`config.mk`:
```
export PLATFORM = sky130hd
export DESIGN_NAME = sensor_frontend
export DESIGN_NICKNAME = d
export VERILOG_FILES = /design/src/rtl/sensor_pkg.sv /design/src/rtl/sensor_debounce.sv /design/src/rtl/sensor_frontend.sv
export SDC_FILE = /design/constraint.sdc
export NUM_CORES = 1
export LEC_CHECK = 0
export BUFFER_PORTS_ARGS = -buffer_cell sky130_fd_sc_hd__buf_2
export CELL_PAD_IN_SITES_DETAIL_PLACEMENT = 1
export CELL_PAD_IN_SITES_GLOBAL_PLACEMENT = 2
export CORE_ASPECT_RATIO = 0.7
export CORE_UTILIZATION = 37
export DETAILED_ROUTE_END_ITERATION = 7
export PLACE_DENSITY = 0.89
export SLEW_MARGIN = 10
export SYNTH_ARGS = -nofsm -noshare
export SYNTH_HDL_FRONTEND = slang
export SYNTH_SLANG_ARGS = --single-unit
```
`constraint.sdc`:
```
create_clock -name clk -period 3 [get_ports clk]
set_input_delay 0.3 -clock clk [delete_from_list [all_inputs] [get_ports clk]]
set_output_delay 0.3 -clock clk [all_outputs]
set_load 0.02 [all_outputs]
```
`src/rtl/sensor_pkg.sv`:
```
// Shared constants for the sensor input conditioning stage.
// Latency: n/a (constants only).
// Backpressure: n/a.
package sensor_pkg;

  // Bit positions of each sensor within raw_i / clean_o / rise_o / latched_o
  localparam int SENS_ARMED  = 0;
  localparam int SENS_DOOR   = 1;
  localparam int SENS_MOTION = 2;
  localparam int SENS_TEMP   = 3;
  localparam int N_SENS      = 4;

  // Stability window used when the instantiating level does not override it
  localparam int DEFAULT_DEB_CYCLES = 16;

endpackage

```
`src/rtl/sensor_debounce.sv`:
```
// Single-channel conditioner: 2-flop synchroniser, debounce counter, clean level, rise pulse.
// Latency: raw change at edge k -> clean/rise at edge k+DEB_CYCLES+1.
// Backpressure: none; free-running, samples every clock.
//
// Ports:
//   clk, rst     : clock, synchronous active-high reset
//   i_raw        : asynchronous sensor pin
//   o_clean      : debounced level (registered)
//   o_rise       : one-cycle pulse on clean 0->1 (registered)
//   o_rise_nxt   : value o_rise takes at the next edge (register-driven only),
//                  lets the parent update its own state on the same edge as o_rise
module sensor_debounce
  import sensor_pkg::*;
#(
  parameter int DEB_CYCLES = DEFAULT_DEB_CYCLES
) (
  input  logic clk,
  input  logic rst,
  input  logic i_raw,
  output logic o_clean,
  output logic o_rise,
  output logic o_rise_nxt
);

  localparam int                CNT_W    = $clog2(DEB_CYCLES + 1);
  localparam logic [CNT_W-1:0]  CNT_LAST = CNT_W'(DEB_CYCLES - 1);

  logic             r_s1;
  logic             r_s2;
  logic             r_clean;
  logic             r_rise;
  logic [CNT_W-1:0] r_cnt;

  logic w_diff;
  logic w_done;

  // Synchronised input disagrees with the clean level; count only while it does
  assign w_diff = r_s2 ^ r_clean;
  // Window complete on this edge: clean level adopts the synchronised value
  assign w_done = w_diff && (r_cnt == CNT_LAST);

  always_ff @(posedge clk) begin
    if (rst) begin
      r_s1    <= 1'b0;
      r_s2    <= 1'b0;
      r_clean <= 1'b0;
      r_rise  <= 1'b0;
      r_cnt   <= '0;
    end else begin
      r_s1 <= i_raw;
      r_s2 <= r_s1;
      if (!w_diff) begin
        // Input back at the clean value: any partial window is discarded
        r_cnt <= '0;
      end else if (w_done) begin
        r_clean <= r_s2;
        r_cnt   <= '0;
      end else begin
        r_cnt <= r_cnt + CNT_W'(1);
      end
      r_rise <= w_done & r_s2;
    end
  end

  assign o_clean    = r_clean;
  assign o_rise     = r_rise;
  assign o_rise_nxt = w_done & r_s2;

endmodule

```
`src/rtl/sensor_frontend.sv`:
```
// Sensor input front end: synchronise + debounce 4 pins, emit clean levels, rise pulses, sticky flags.
// Latency: raw change at edge k -> clean_o/rise_o/event_o at edge k+DEB_CYCLES+1; latched_o same edge as rise.
// Backpressure: none; all outputs registered, no combinational input-to-output path.
//
// Ports:
//   clk, rst   : clock, synchronous active-high reset
//   raw_i[3:0] : async pins [0] armed, [1] door, [2] motion, [3] temp
//   ack_i      : clears sticky flags (only with SENSOR_LATCH_EN)
//   clean_o    : debounced levels
//   rise_o     : one-cycle pulse per clean 0->1 transition
//   latched_o  : sticky rise flags with SENSOR_LATCH_EN, otherwise a copy of clean_o
//   event_o    : OR of rise_o, same timing
// Build option: define SENSOR_LATCH_EN to enable the sticky flags and ack_i.
module sensor_frontend
  import sensor_pkg::*;
#(
  parameter int DEB_CYCLES = DEFAULT_DEB_CYCLES
) (
  input  logic              clk,
  input  logic              rst,
  input  logic [N_SENS-1:0] raw_i,
  input  logic              ack_i,
  output logic [N_SENS-1:0] clean_o,
  output logic [N_SENS-1:0] rise_o,
  output logic [N_SENS-1:0] latched_o,
  output logic              event_o
);

  logic [N_SENS-1:0] w_clean;
  logic [N_SENS-1:0] w_rise;
  logic [N_SENS-1:0] w_rise_nxt;
  logic              r_event;

  for (genvar g = 0; g < N_SENS; g++) begin : g_chan
    sensor_debounce #(
      .DEB_CYCLES (DEB_CYCLES)
    ) u_deb (
      .clk        (clk),
      .rst        (rst),
      .i_raw      (raw_i[g]),
      .o_clean    (w_clean[g]),
      .o_rise     (w_rise[g]),
      .o_rise_nxt (w_rise_nxt[g])
    );
  end

  always_ff @(posedge clk) begin
    if (rst) begin
      r_event <= 1'b0;
    end else begin
      r_event <= |w_rise_nxt;
    end
  end

`ifdef SENSOR_LATCH_EN
  logic [N_SENS-1:0] r_latched;

  // Set takes priority over ack so a rise coinciding with ack is never lost
  always_ff @(posedge clk) begin
    if (rst) begin
      r_latched <= '0;
    end else begin
      r_latched <= (r_latched & ~{N_SENS{ack_i}}) | w_rise_nxt;
    end
  end

  assign latched_o = r_latched;
`else
  logic w_ack_unused;

  assign w_ack_unused = ack_i;
  assign latched_o    = w_clean;
`endif

  assign clean_o = w_clean;
  assign rise_o  = w_rise;
  assign event_o = r_event;

endmodule
```
## Yosys cells after proc, flatten, opt, wreduce, memory -nomap -nowiden

Cells that the tools add are included.

| storage, ports and cells | value |
|---|---|
| flip-flop bits (word level) | 37 |
| input bits | 7 |
| output and inout bits | 13 |
| logic and storage cells | 54 |

| cells by class | value |
|---|---|
| add/subtract/negate cells | 4 |
| equal/unequal tests | 4 |
| bitwise logic cells | 12 |
| reduce and logical (&&, ||, !) cells | 13 |

Operators by type and width:

| operator | number |
|---|---|
| 5-bit by 1-bit adder with 5-bit output (second input constant) | 4 |
| 5-bit by 4-bit == test with 1-bit output (second input constant) | 4 |
| 3-bit OR reduction | 4 |
| 2-bit AND reduction | 4 |
| 1-bit bitwise AND | 4 |
| 1-bit logical AND | 4 |
| 1-bit NOT | 4 |
| 4-bit OR reduction | 1 |
| 1-bit bitwise XOR | 4 |

## Depth between registers and ports, before layout

| logic depth | value |
|---|---|
| depth in word-level cells | 4 |
| mapped depth | 5 |
| gate-level depth less buffers | 5 |

## Hierarchy

From an unflattened synthesis, not the netlist that was laid out.

| unflattened totals | value |
|---|---|
| cells, all modules | 131 |
| area total of the unflattened synthesis | 1331.3 µm² |

By module, submodules not included:

| module | times used | cells an instance | area each (µm²) | seq. area each (µm²) |
|---|---|---|---|---|
| sensor_debounce | 4 | 31 | 317.8 | 180.2 |
| sensor_frontend | 1 | 7 | 60.1 | 20.0 |

## Worst setup path before layout

OpenSTA, ideal clock, no wires.

| path | value |
|---|---|
| kind | reg2reg |
| from | register g_chan[0].u_deb.r_cnt[0] |
| to | register r_event, in the netlist event_o |
| setup time | 134 ps |
| data arrival time | 1504 ps |
| required time | 2866 ps |
| path slack | 1362 ps |
| cell stages (with the launch flop) | 6 |
| path buffers | 0 |
| clock period less this slack | 1638 ps |
| cells stage by stage | dfxtp_1 > ha_1 > and3_1 > ha_1 > nor4bb_1 > or4_1 |

| between the ends | value |
|---|---|
| word-level cells in the longest chain between the ends | 4 |

Ends and longest elaborated chain:

| element | RTL line | source |
|---|---|---|
| start: declaration | sensor_debounce.sv:32 | `logic [CNT_W-1:0] r_cnt;` |
| start signal: assignment | sensor_debounce.sv:59 | `r_cnt <= r_cnt + CNT_W'(1);` |
| 5-bit by 4-bit == test with 1-bit output | sensor_debounce.sv:40 | `assign w_done = w_diff && (r_cnt == CNT_LAST);` |
| 1-bit logical AND | sensor_debounce.sv:40 |  |
| 1-bit bitwise AND | sensor_debounce.sv:67 | `assign o_rise_nxt = w_done & r_s2;` |
| 4-bit OR reduction | sensor_frontend.sv:51 | `r_event <= \|w_rise_nxt;` |
| end signal: assignment | sensor_frontend.sv:51 |  |
| end: declaration | sensor_frontend.sv:32 | `logic r_event;` |

Every way passes these cells.
A chain may end at the register's enable or synchronous reset.

## Worst setup path after layout

Ends and elaborated chain as after synthesis.

==> impl_summary.txt <==
----------------------------------------------------
[Outcome]
  Status ... completed

[Synthesis]
  Largest area contributor in the synthesized netlist ... sky130_fd_sc_hd__dfxtp_1
  Post-synth EDFFs ... 0
  Most numerous cell in the Yosys netlist ... sky130_fd_sc_hd__dfxtp_1
  Average cell area after synthesis ... 10.42 um^2
  Number of nets produced by synthesis ... 147
  Area share of the leading cell type in the synthesized netlist ... 53.87%
  Mapped cell area ... 1375 um^2
  Ranking of synthesized cells by area ... sky130_fd_sc_hd__dfxtp_1, sky130_fd_sc_hd__ha_1, sky130_fd_sc_hd__buf_4
  Sequential area share after synthesis ... 53.87%
  Number of distinct library cells after synthesis ... 15
  Top cell types by occurrence after synthesis ... sky130_fd_sc_hd__dfxtp_1, sky130_fd_sc_hd__nor2_1, sky130_fd_sc_hd__buf_4
  Top FF cell, synth ... sky130_fd_sc_hd__dfxtp_1
  Number of flip-flops and latches in the synthesized netlist ... 37
  Instance count of the mapped netlist ... 132
  Async S/R FF share, synth ... 0%
  Yosys warning count ... 0

[Place]
  Post-placement cell count ... 186
  RD Place Congestion ... 0.6943
  HPWL Detailed ... 1723 um
  Port Buf Inserts ... 18
  Pre-CTS setup slack ... 1.256 ns
  Instance area at placement ... 1426 um^2

[Route]
  Remaining design rule violation count ... 0
  Number of vias after detailed routing ... 872
  Count of TritonRoute iterations in the first routing pass ... 3
  Routed length per instance ... 11.58 um
  Vias per cell ... 4.495
  Number of routed nets with antenna violations ... 0
  Number of DRC violations after detailed-routing iteration 0 ... 17
  WL final ... 2247 um

[Timing]
  Final slew viol count ... 0
  Worst Slack Setup Final ... 1.251 ns
  Hold Fails Final Rpt ... 0
  Unrepaired setup endpoints after global routing ... no
  Worst max-slew margin expressed relative to the limit ... 68.67%
  Fmax ... 571.8 MHz
  Post-route fraction of the period consumed by the critical path ... 58.29%
  Slew at the pin closest to its max-slew limit ... 0.4636 ns
  Setup TNS ... 0 ns
  Final Hold Slack ... 0.2230 ns
  Final setup violation count ... 0
  Clock period minus final worst setup slack ... 1.749 ns
  Post-route clock skew ... 0.001406 ns

[Worst setup path]
  Arrival time reported for the critical path endpoint ... 1.92 ns
  Required time of the critical path ... 3.17 ns
  Kind of capture point of the worst setup path ... flop
  Crit path to ... event_o$_SDFF_PP0_
  Launch point of the worst reg-to-reg path ... g_chan[0].u_deb.r_cnt[0]$_SDFF_PP0_
  Worst flop-to-flop path endpoint ... event_o$_SDFF_PP0_
  R2r worst-path depth ... 5
  CP Launch Point ... g_chan[0].u_deb.r_cnt[0]$_SDFF_PP0_
  Type of element launching the critical path ... flop
  Reg2Reg Setup Slack ... 1.25 ns
  Worst Path Max Fanout ... 3
  Category of the most critical setup path ... flop to flop

[Layout]
  Area growth from synthesis to final layout ... 11.10%
  Number of standard cells in the layout, taps in and fillers out ... 194
  Number of nets in the layout ... 158
  Final Core Density ... 43.21%
  Fraction of final layout cells with drive strength greater than 1 ... 18.06%
  N_diodes ... 0
  Post-layout instance area ... 1528 um^2

[Power and ir drop]
  Leak ... 0.6331 nW
  IR drop worst, VDD ... 0.2149 mV
  Power after layout ... 0.8984 mW
  Power density normalized to cell area ... 588.1 nW/um^2

[CTS]
  Clock Latency Late Sink ... 0.29 ns
  Max Buffers Root-to-Sink ... 2
  Postcts setup bufs ... 0
  TritonCTS clock tree ... built
  Post-CTS Resized ... 0
  Clock tree sinks ... 37
  Clock tree root buffer cell ... sky130_fd_sc_hd__clkbuf_8
  Clock buffer count from CTS ... 5
  CTS hold repair buffers ... 0
  CTS clock-pin slew for the worst setup and hold paths ... 0.07 ns
  Htree depth ... 2

[Global routing]
  Initial antenna violation count ... 0
  Wire length of the first global-routing pass ... 3719 um
  Congestion Overflow GR ... 0
  Via count of the first global-routing pass ... 869
  Maximum number of pins on one net before global-route repair ... 21
  Overall track demand over capacity in global routing ... 13.74%

[Floorplanning]
  Core box area ... 3536 um^2
  Die Wd ... 74.87 um
  Number of core rows ... 18
  Die Ht ... 53.01 um
  Full die area ... 3968 um^2
  Initial core utilization ... 38.89%
  Number of primary I/O pins ... 20

[Min path]
  Type of the worst min-delay path ... input pin to flop

[Run]
  Max-cap violations ... 0

----------------------------------------------------
## worst max-delay path, stage by stage, from the launching register on
cell                       delay [ns]
sky130_fd_sc_hd__dfxtp_1         0.33
sky130_fd_sc_hd__ha_1            0.22
sky130_fd_sc_hd__and3_1          0.19
sky130_fd_sc_hd__ha_1            0.21
sky130_fd_sc_hd__nor4bb_1        0.18
sky130_fd_sc_hd__or4_1           0.50
## layout by cell type (no fill, tap or decap), types with 4 or more instances in the layout
cell type,netlist,routed
sky130_fd_sc_hd__nor2b_1,8,8
sky130_fd_sc_hd__buf_2,0,18
sky130_fd_sc_hd__and3_1,4,4
sky130_fd_sc_hd__ha_1,8,8
sky130_fd_sc_hd__dfxtp_1,37,37
sky130_fd_sc_hd__nor4bb_1,4,4
sky130_fd_sc_hd__or3_1,4,4
sky130_fd_sc_hd__inv_1,8,8
sky130_fd_sc_hd__nand3_1,4,4
sky130_fd_sc_hd__xor2_1,4,4
sky130_fd_sc_hd__mux2i_1,4,4
sky130_fd_sc_hd__xnor2_1,8,8
sky130_fd_sc_hd__nor2_1,24,24
sky130_fd_sc_hd__clkbuf_8,0,7
## where the power goes
group | switching, mW | internal (mW)
sequential | 0.00368 | 0.498
clock | 0.172 | 0.207
combinational | 0.00885 | 0.00828
total | 0.185 | 0.713
## flip-flops by register name (all words and copies together), names as in the netlist
register and count:
g_chan.u_deb.o_rise 4, g_chan.u_deb.r_s2 4, g_chan.u_deb.r_cnt 20, g_chan.u_deb.r_s1 4, g_chan.u_deb.o_clean 4, event_o 1
## routing by layer
layer | global-route usage, % | share of wire, % | routed length, um
met2 | 22.52 | 46 | 1034
met4 | 9.434 | 3.0 | 67
met5 | 0 | 0 | 0
met3 | 5.714 | 6.2 | 140
met1 | 14.44 | 45 | 1005
## worst min-delay path by stage
stage / startpoint / cells after the start / slack [ns] / endpoint
after floorplan: rst / 1 / 0.39 / g_chan[2].u_deb.o_rise$_SDFF_PP0_
after global placement: g_chan[2].u_deb.r_s1$_SDFF_PP0_ / 1 / 0.42 / g_chan[2].u_deb.r_s2$_SDFF_PP0_
after detailed placement: g_chan[0].u_deb.r_s1$_SDFF_PP0_ / 1 / 0.43 / g_chan[0].u_deb.r_s2$_SDFF_PP0_
after CTS: raw_i[0] / 2 / 0.22 / g_chan[0].u_deb.r_s1$_SDFF_PP0_
after global routing: raw_i[0] / 2 / 0.22 / g_chan[0].u_deb.r_s1$_SDFF_PP0_
final: raw_i[3] / 2 / 0.22 / g_chan[3].u_deb.r_s1$_SDFF_PP0_
## logic make-up (layout without fill, tap and decap cells)
| family | Yosys count | after routing | share of synthesized area [%] |
|---|---|---|---|
| xor gates and xnor gates | 12 | 12 | 7.643 |
| adders and majority gates | 8 | 8 | 7.280 |
| muxes | 4 | 4 | 2.912 |
| DFF | 37 | 37 | 53.87 |
| buffers and inverters | 22 | 34 | 9.554 |
| and+or+nand+nor | 49 | 49 | 18.74 |
## layout make-up
class                   count  area, um^2
fillers                   422        2008
flip-flops and latches     37       740.7
multi-input cells          73       503.0
clock buffers               7       96.34
repair buffers             18       90.09
well taps                  50       62.56
inverters                   8       30.03
clock inverters             1       5.005
(Power assumes the default switching activity.)
